$ cat src/rtl/adc_pkg.sv
// Shared constants and types for the ADC scan sequencer slice.
// Channel count, index width and result width are fixed here for the whole slice.
package adc_pkg;

  localparam int NCH    = 8;
  localparam int CHW    = 3;
  localparam int DATA_W = 13;

  typedef enum logic [1:0] {
    S_IDLE,
    S_SETTLE,
    S_CONVERT,
    S_OUTPUT
  } state_t;

  typedef struct packed {
    logic [CHW-1:0]    ch;
    logic [DATA_W-1:0] data;
    logic              last;
  } sample_t;

endpackage

$ cat src/rtl/adc_next_ch.sv
// Priority search for the lowest set mask bit above (or, with incl, at or above) cur.
// found=0 means no such bit exists, i.e. cur is the last enabled channel.
module adc_next_ch
  import adc_pkg::*;
(
  input  logic [NCH-1:0] mask,
  input  logic [CHW-1:0] cur,
  input  logic           incl,
  output logic [CHW-1:0] nxt,
  output logic           found
);

  // Descending scan so the lowest qualifying index is the final assignment.
  always_comb begin
    nxt   = '0;
    found = 1'b0;
    for (int i = NCH - 1; i >= 0; i--) begin
      if (mask[i] && ((i > int'(cur)) || (incl && (i == int'(cur))))) begin
        nxt   = CHW'(i);
        found = 1'b1;
      end
    end
  end

endmodule

$ cat src/rtl/adc_scan_sequencer.sv
// Walks enabled mux channels on each sync: settle, convert, then hand the tagged
// sample downstream. Valid/ready: a sample transfers on any edge with smp_valid & smp_ready.
module adc_scan_sequencer
  import adc_pkg::*;
#(
  parameter int SETTLE_CYC = 16
) (
  input  logic              adc_clk,
  input  logic              rst_l,
  input  logic              sync,
  input  logic [NCH-1:0]    ch_mask,
  input  logic              cont_mode,
  output logic [CHW-1:0]    mux_sel,
  output logic              mux_en,
  output logic              conv_req,
  input  logic              conv_ack,
  input  logic [DATA_W-1:0] conv_data,
  output logic              smp_valid,
  input  logic              smp_ready,
  output logic [CHW-1:0]    smp_ch,
  output logic [DATA_W-1:0] smp_data,
  output logic              smp_last,
  output logic              busy,
  output logic              overrun,
  input  logic              ovr_clr
);

  localparam int CNT_W = (SETTLE_CYC > 1) ? $clog2(SETTLE_CYC) : 1;
  localparam logic [CNT_W-1:0] RELOAD = CNT_W'(SETTLE_CYC - 1);

  state_t           state;
  logic [NCH-1:0]   mask_q;
  logic [CNT_W-1:0] cnt;
  logic             start_q;
  logic             restart_pend;
  sample_t          smp_q;

  logic [CHW-1:0]   cur_a;
  logic [CHW-1:0]   a_nxt;
  logic             a_found;
  logic [CHW-1:0]   b_nxt;
  logic             b_found;
  logic             sync_busy;
  logic             pend_now;
  logic             hs;

  // One cycle after a scan-start sync, search the latched mask from index 0 inclusive.
  assign cur_a     = start_q ? '0 : mux_sel;
  assign sync_busy = sync & busy;
  assign pend_now  = restart_pend | sync_busy;
  assign hs        = smp_valid & smp_ready;

  adc_next_ch u_next (
    .mask  (mask_q),
    .cur   (cur_a),
    .incl  (start_q),
    .nxt   (a_nxt),
    .found (a_found)
  );

  // First channel of the live mask, used when a restart re-latches ch_mask.
  adc_next_ch u_first (
    .mask  (ch_mask),
    .cur   ('0),
    .incl  (1'b1),
    .nxt   (b_nxt),
    .found (b_found)
  );

  assign smp_ch   = smp_q.ch;
  assign smp_data = smp_q.data;
  assign smp_last = smp_q.last;

  always_ff @(posedge adc_clk or negedge rst_l) begin
    if (!rst_l) begin
      state        <= S_IDLE;
      mask_q       <= '0;
      cnt          <= '0;
      start_q      <= 1'b0;
      restart_pend <= 1'b0;
      smp_q        <= '0;
      mux_sel      <= '0;
      mux_en       <= 1'b0;
      conv_req     <= 1'b0;
      smp_valid    <= 1'b0;
      busy         <= 1'b0;
      overrun      <= 1'b0;
    end else begin
      if (sync_busy) overrun <= 1'b1;
      else if (ovr_clr) overrun <= 1'b0;
      if (sync_busy) restart_pend <= 1'b1;

      case (state)
        S_IDLE: begin
          start_q <= 1'b0;
          if (start_q) begin
            mux_sel <= a_nxt;
            mux_en  <= 1'b1;
            busy    <= 1'b1;
            cnt     <= RELOAD;
            state   <= S_SETTLE;
          end else if (sync && (ch_mask != '0)) begin
            mask_q  <= ch_mask;
            start_q <= 1'b1;
          end
        end
        S_SETTLE: begin
          if (cnt == '0) begin
            conv_req <= 1'b1;
            state    <= S_CONVERT;
          end else begin
            cnt <= cnt - 1'b1;
          end
        end
        S_CONVERT: begin
          if (conv_ack) begin
            smp_q     <= '{ch: mux_sel, data: conv_data, last: !a_found};
            conv_req  <= 1'b0;
            smp_valid <= 1'b1;
            state     <= S_OUTPUT;
          end
        end
        S_OUTPUT: begin
          if (hs) begin
            smp_valid <= 1'b0;
            // A pending restart outranks both cont_mode and the end of the scan.
            if (pend_now || (smp_q.last && cont_mode)) begin
              restart_pend <= 1'b0;
              mask_q       <= ch_mask;
              if (b_found) begin
                mux_sel <= b_nxt;
                cnt     <= RELOAD;
                state   <= S_SETTLE;
              end else begin
                mux_sel <= '0;
                mux_en  <= 1'b0;
                busy    <= 1'b0;
                state   <= S_IDLE;
              end
            end else if (!smp_q.last) begin
              mux_sel <= a_nxt;
              cnt     <= RELOAD;
              state   <= S_SETTLE;
            end else begin
              mux_sel      <= '0;
              mux_en       <= 1'b0;
              busy         <= 1'b0;
              restart_pend <= 1'b0;
              state        <= S_IDLE;
            end
          end
        end
        default: state <= S_IDLE;
      endcase
    end
  end

endmodule

$ cat config.mk
export PLATFORM = sky130hd
export DESIGN_NAME = adc_scan_sequencer
export DESIGN_NICKNAME = d
export VERILOG_FILES = /design/src/rtl/adc_pkg.sv /design/src/rtl/adc_next_ch.sv /design/src/rtl/adc_scan_sequencer.sv
export SDC_FILE = /design/constraint.sdc
export NUM_CORES = 1
export LEC_CHECK = 0
export CAP_MARGIN = 10
export CORE_MARGIN = 1
export CORE_UTILIZATION = 44
export CTS_CLUSTER_SIZE = 14
export DETAILED_ROUTE_END_ITERATION = 7
export PLACE_DENSITY = 0.76
export RECOVER_POWER = 25
export SYNTH_ARGS = -nofsm -noshare
export SYNTH_HDL_FRONTEND = slang
export SYNTH_SLANG_ARGS = --single-unit
export TNS_END_PERCENT = 100
$ cat constraint.sdc
create_clock -name adc_clk -period 1.8 [get_ports adc_clk]
set_input_delay 0.36 -clock adc_clk [delete_from_list [all_inputs] [get_ports adc_clk]]
set_output_delay 0.36 -clock adc_clk [all_outputs]
set_load 0.01 [all_outputs]
==> metrics.md, run 1 <==
| Metric | Value |
|---|---|
| Starting Density | `0.472` |
| Post-synth EDFFs | `0` |
| Fmax | `between 500 and 600 MHz` |
| CP Data Required Time | `slightly below 2 ns` |
| WL/cell | `roughly 16 um` |
| Pwr dens | `between 500 and 600 nW/um^2` |
| Routed vias | `approximately 1.9k` |
| Commonest non-fill, non-tap cell in the layout | `clkdlybuf4s50_1` |
| Syn Area/Cell | `approximately 10 sq um` |
| Maximum clock path buffer count | `2` |
| DP HPWL | `approximately 3700 um` |
| Post-detailed-route count of antenna-violating nets | `0` |
| Largest net degree at the start of global routing | `roughly 40` |
| Antenna fix cells | `0` |
| Die ar. | `roughly 5100 sq um` |
| Placer Congestion | `between 0.8 and 0.9` |
| Final Max Slew Viols | `0` |
| Routed WL | `between 5000 and 6000 um` |
| Non-Filler Instances | `around 350` |
| Io pins | `53` |
| Placed cell area | `slightly below 3000 sq um` |
| Status | `finished with violations` |
| Drt first pass iters | `4` |
| Synth warn | `0` |
| Max_cap viols | `0` |
| Die X | `approximately 70 um` |
| Number of buffers created by CTS | `5` |
| Leakage | `approximately 1.5 nW` |
| Clock transition at path regs | `0.08 ns` |
| Flops & latches, synth | `40` |
| Slowest CP cell | `dfrtp_1` |
| Clock Sinks | `40` |
| Relative slew margins | `0.327` |
| CP Data Arrival Time | `slightly above 2 ns` |
| Dpl cells | `around 330` |
| Worst-Margin Slew | `between 1 and 1.5 ns` |
| Final Util | `0.739` |
| Cell count after synthesis | `around 200` |
| I/O Buffers | `52` |
| CP Cell Sequence | `buf_6, ha_4, buf_6, nor2b_4, a2111oi_4, buf_4, mux2i_1, a31oi_1` |
| All-Layer GR Usage | `0.230` |
| Max IR drop VDD | `503 uV` |
| Unrepaired setup endpoints after global routing | `yes` |
| Post-route cell area | `between 3000 and 4000 sq um` |
| Failing checks | `setup timing` |
| Max incr delay on CP | `just over 0.4 ns` |
| Initial antenna violation count | `0` |
| Async SR Flop Fraction | `1.00` |
| CP delay by family, top | `buffers and inverters` |
| Total grt overflow | `0` |
| Max FO, Critical Path | `4` |
| Place WS | `-0.484 ns` |
| Via-to-Cell Ratio | `5.54` |
| Site Rows | `24` |
| Critical path launch point type | `register` |
| Final Worst Setup Slack | `-0.0237 ns` |
| Critical Path End Type | `register` |
| Clock Skews | `between 0.005 and 0.006 ns` |
| Synth cell types | `44` |
| Count of final hold-check violations | `0` |
| Drc violations | `0` |
| Seq/Total Area, Yosys | `0.470` |
| Number of H-tree levels | `2` |
| WP buf/inv | `3` |
| CTS root buf | `clkbuf_8` |
| Hold Crit Class | `primary input to asynchronous set/reset pin` |
| Layout cells sized above 1 | `0.343` |
| Most frequent cells in the layout | `42 x clkdlybuf4s50_1, 36 x buf_4, 35 x dfrtp_1, 17 x mux2_2, 15 x nor2_1` |
| Tmin final | `1.82 ns` |
| Crit path kind | `register to register` |
| Core Region | `between 4000 and 5000 sq um` |
| Post-Synthesis Net Count | `roughly 240` |
| Area delta synth->final | `56.3%` |
| Vias in the first global route | `between 1.5k and 2k` |
| Worst skew pair latency | `roughly 0.31 ns` |
| Cell mode on critical path | `buf_6` |
| Wire length of the first global-routing pass | `between 9000 and 10000 um` |
| Ys flop type | `dfrtp_1` |
| Die height | `71.6 um` |
| Post-Syn Area | `2130 sq um` |
| 1st-iter DRT viols | `~110` |
| Final #Nets | `~330` |
| Tcrit/Tclk final | `1.01` |
| Final setup viols | `7` |
| CTS tree | `built` |
| Pwr Total | `between 1.5 and 2 mW` |
-- flip-flops by register name, indices dropped and copies added, names as in the netlist --
| signal | count |
|---|---|
| smp_data | 13 |
| mask_q | 8 |
| cnt | 4 |
| mux_sel | 3 |
| smp_ch | 3 |
| state | 2 |
| busy | 1 |
| conv_req | 1 |
| overrun | 1 |
| restart_pend | 1 |
| smp_last | 1 |
| smp_valid | 1 |
| start_q | 1 |
-- per-stage QoR --
stage	setup TNS [ns]	hold slack [ns]
floorplan	0	0.0644
global placement	-6.63	0.453
detailed placement	-7.23	0.450
CTS	-0.186	0.118
global route	-0.948	0.376
finish	-0.0991	0.290
-- layout make-up --
cell class	count	area (sq um)
repair buffers	93	850
clock inverters	3	47.5
multi-input cells	144	1240
fillers	319	1180
flip-flops and latches	40	1010
clock buffers	5	68.8
inverters	12	45.0
well taps	52	65.1
-- kinds of logic (layout without fill, tap and decap cells) --
logic type | after synthesis | count (layout) | synth area share
adder cells (fa/ha/maj) | 5 | 5 | 0.0294
flip-flops | 40 | 40 | 0.470
AND/OR/NAND/NOR | 58 | 58 | 0.144
AO/OA/AOI/OAI | 54 | 54 | 0.179
multiplexers | 27 | 27 | 0.142
buffers and inverters | 19 | 113 | 0.0353
-- power breakdown --
| part | switching [mW] | leakage, nW | internal [mW] |
|---|---|---|---|
| clock network | 0.349 | 0.0583 | 0.418 |
| registers | 0.000658 | 0.519 | 0.899 |
| logic | 0.0601 | 0.925 | 0.0752 |
-- worst paths after layout --
check	start	end	slack, ns	depth (start not counted)
hold reg to reg	smp_ch[2]	smp_ch[2]	0.51	1
hold / removal	rst_l	smp_data[7]	0.29	2
min in group adc_clk	ch_mask[0]	mask_q[0]	0.49	3
setup reg to reg	state[1]	cnt[2]	-0.02	8
max in group asynchronous	rst_l	busy	0.81	2
setup / recovery	state[1]	cnt[2]	-0.02	8
-- cell usage after synthesis (3+ instances only) --
cell,instances,area share
nand2b_1,7,0.021
a21oi_1,9,0.021
o21ai_0,13,0.031
mux2_2,17,0.090
clkbuf_1,6,0.011
inv_1,12,0.021
dfrtp_1,40,0.47
nand2_1,13,0.023
a31oi_1,7,0.021
ha_1,5,0.029
nor2_1,15,0.026
mux2_1,8,0.042
nand3_1,3,0.0071
nor2b_1,6,0.018
-- worst reg2reg max path, stage by stage (launching register included) --
cell and delay, ns:
dfrtp_1 0.41, buf_6 0.13, ha_4 0.16, buf_6 0.11
nor2b_4 0.12, a2111oi_4 0.36, buf_4 0.19, mux2i_1 0.17
a31oi_1 0.05
-- repair_timing --
item                       CTS  global route
hold buffers                 0             0
setup buffers                3             7
pin swaps                   11             8
setup endpoints to repair   16            20
hold endpoints to repair     0             0
resized for setup           31            25
-- metal layers --
metal	global-route usage	wire, um	vias up
met5	0	0	-
met1	0.256	2310	946
met4	0.111	189	0
met3	0.0506	192	17
li1	-	-	916
met2	0.417	2980	55
No activity file was read; power rests on OpenSTA's default activity.
==> run 2: changes to the inputs <==
RECOVER_POWER = default   (was 25)
==> metrics.md, run 2 (same netlist as run 1, synthesis figures left out) <==
| Metric | Value |
|---|---|
| All-Layer GR Usage | `0.230` |
| Max_cap viols | `0` |
| Via-to-Cell Ratio | `5.56` |
| Site Rows | `24` |
| Clock power share | `0.425` |
| Final setup viols | `7` |
| Unrepaired setup endpoints after global routing | `yes` |
| Io pins | `53` |
| Number of H-tree levels | `2` |
| Drt first pass iters | `4` |
| Layout cells sized above 1 | `0.343` |
| Setup TNS | `-0.0985 ns` |
| Most frequent cells in the layout | `42 x clkdlybuf4s50_1, 37 x buf_4, 35 x dfrtp_1, 17 x mux2_2, 15 x nor2_1` |
| Switch Pwr | `a little over 0.4 mW` |
| Multi-input combinational cell area | `1240 sq um` |
| CTS tree | `built` |
| Seq pwr share | `0.499` |
| CTS root buf | `clkbuf_8` |
| Wire length of the first global-routing pass | `roughly 9000 um` |
| Post-detailed-route count of antenna-violating nets | `0` |
| Max FO, Critical Path | `4` |
| Initial antenna violation count | `0` |
| Count of final hold-check violations | `0` |
| CP Data Arrival Time | `approximately 2 ns` |
| Max IR drop VDD | `just over 500 uV` |
| Clock Skews | `~0.006 ns` |
| Status | `finished with violations` |
| Routed vias | `around 1.9k` |
| Die height | `between 70 and 80 um` |
| Post-route cell area | `about 3300 sq um` |
| Worst-Margin Slew | `just over 0.5 ns` |
| Sw frac | `0.227` |
| Critical path launch point type | `register` |
| I/O Buffers | `between 50 and 60` |
| Largest net degree at the start of global routing | `41` |
| 1st-iter DRT viols | `approximately 110` |
| Leakage | `between 1.5 and 2 nW` |
| Fill cells | `roughly 320` |
| Fmax | `548 MHz` |
| Hold Crit Class | `primary input to asynchronous set/reset pin` |
| Failing checks | `setup timing` |
| Pwr Total | `roughly 1.8 mW` |
| Hold buffers post-CTS | `0` |
| Die ar. | `around 5100 sq um` |
| Tcrit/Tclk final | `1.01` |
| Sequential standard cell area | `~1000 sq um` |
| Max FFs per register | `13` |
| Core Region | `about 4500 sq um` |
| Final Worst Setup Slack | `-0.0237 ns` |
| Routed WL | `roughly 5700 um` |
| Final #Nets | `329` |
| Clock transition at path regs | `roughly 0.080 ns` |
| Area delta synth->final | `56.4%` |
| WL/cell | `between 15 and 20 um` |
| Placer Congestion | `approximately 0.84` |
| Die X | `~72 um` |
| Commonest non-fill, non-tap cell in the layout | `clkdlybuf4s50_1` |
| CP Data Required Time | `roughly 2.0 ns` |
| Internal Power | `roughly 1.4 mW` |
| Crit path kind | `register to register` |
| Antenna fix cells | `0` |
| Pwr dens | `roughly 540 nW/um^2` |
| Maximum clock path buffer count | `2` |
| Critical Path End Type | `register` |
| Starting Density | `0.472` |
| Logic pwr share | `0.075` |
| Worst skew pair latency | `about 0.31 ns` |
| Worst hold slack | `~0.097 ns` |
| Placed cell area | `2940 sq um` |
| Total grt overflow | `0` |
| Drc violations | `0` |
| Vias in the first global route | `slightly below 2k` |
| Number of buffers created by CTS | `5` |
| Clock Sinks | `40` |
| Tmin final | `approximately 1.8 ns` |
| Final Max Slew Viols | `0` |
| Relative slew margins | `0.653` |
| DP HPWL | `approximately 3700 um` |
-- run 2: area by class of cell --
type / count / share of cell area
multi-input combinational: 144 / 0.374
sequential: 40 / 0.303
timing repair buffer: 93 / 0.256
clock buffer: 5 / 0.0207
tap: 52 / 0.0195
clock inverter: 3 / 0.0143
inverter: 12 / 0.0135
-- run 2: final timing paths --
| check | to | cells after the start | from | slack (ns) |
|---|---|---|---|---|
| min in group adc_clk | mask_q[0] | 3 | ch_mask[0] | 0.49 |
| worst min register to register | smp_ch[2] | 1 | smp_ch[2] | 0.51 |
| worst max register to register | cnt[2] | 8 | state[1] | -0.02 |
| max in group asynchronous | busy | 2 | rst_l | 1.30 |
| worst min-delay path | smp_data[7] | 2 | rst_l | 0.1 |
| worst max-delay path | cnt[2] | 8 | state[1] | -0.02 |
-- run 2: timing repair --
item	CTS	global route
pin swaps	11	8
buffers inserted	3	7
gates cloned	0	0
setup endpoints to repair	16	20
resized for setup	31	25
-- run 2: metal layers --
metal | GRT usage | wire (um)
met3 | 0.0506 | 203
met1 | 0.256 | 2290
met5 | 0 | 0
met4 | 0.111 | 189
met2 | 0.417 | 2980
-- run 2: metrics by stage --
stage	cells	utilization	worst slack, ns
6_report	349	0.739	-0.0237
3_3_place_gp	333	0.653	-0.491
4_1_cts	343	0.701	-0.0599
5_1_grt	349	0.739	-0.0879
3_5_place_dp	333	0.653	-0.484
2_1_floorplan	203	-	0.0106
-- run 2: worst max-delay path, cell delays in order, from the launching register on --
cell and delay (ns):
dfrtp_1 0.41, buf_6 0.13, ha_4 0.16, buf_6 0.11, nor2b_4 0.12, a2111oi_4 0.36
buf_4 0.19, mux2i_1 0.17, a31oi_1 0.05
-- run 2: power groups by stage --
stage	Clock, mW	Combinational [mW]	Sequential (mW)
2_1_floorplan	0	0.0160	0.919
3_3_place_gp	0	0.127	0.918
3_5_place_dp	0	0.129	0.918
4_1_cts	0.774	0.129	0.900
5_1_grt	0.814	0.148	0.900
6_report	0.766	0.136	0.900
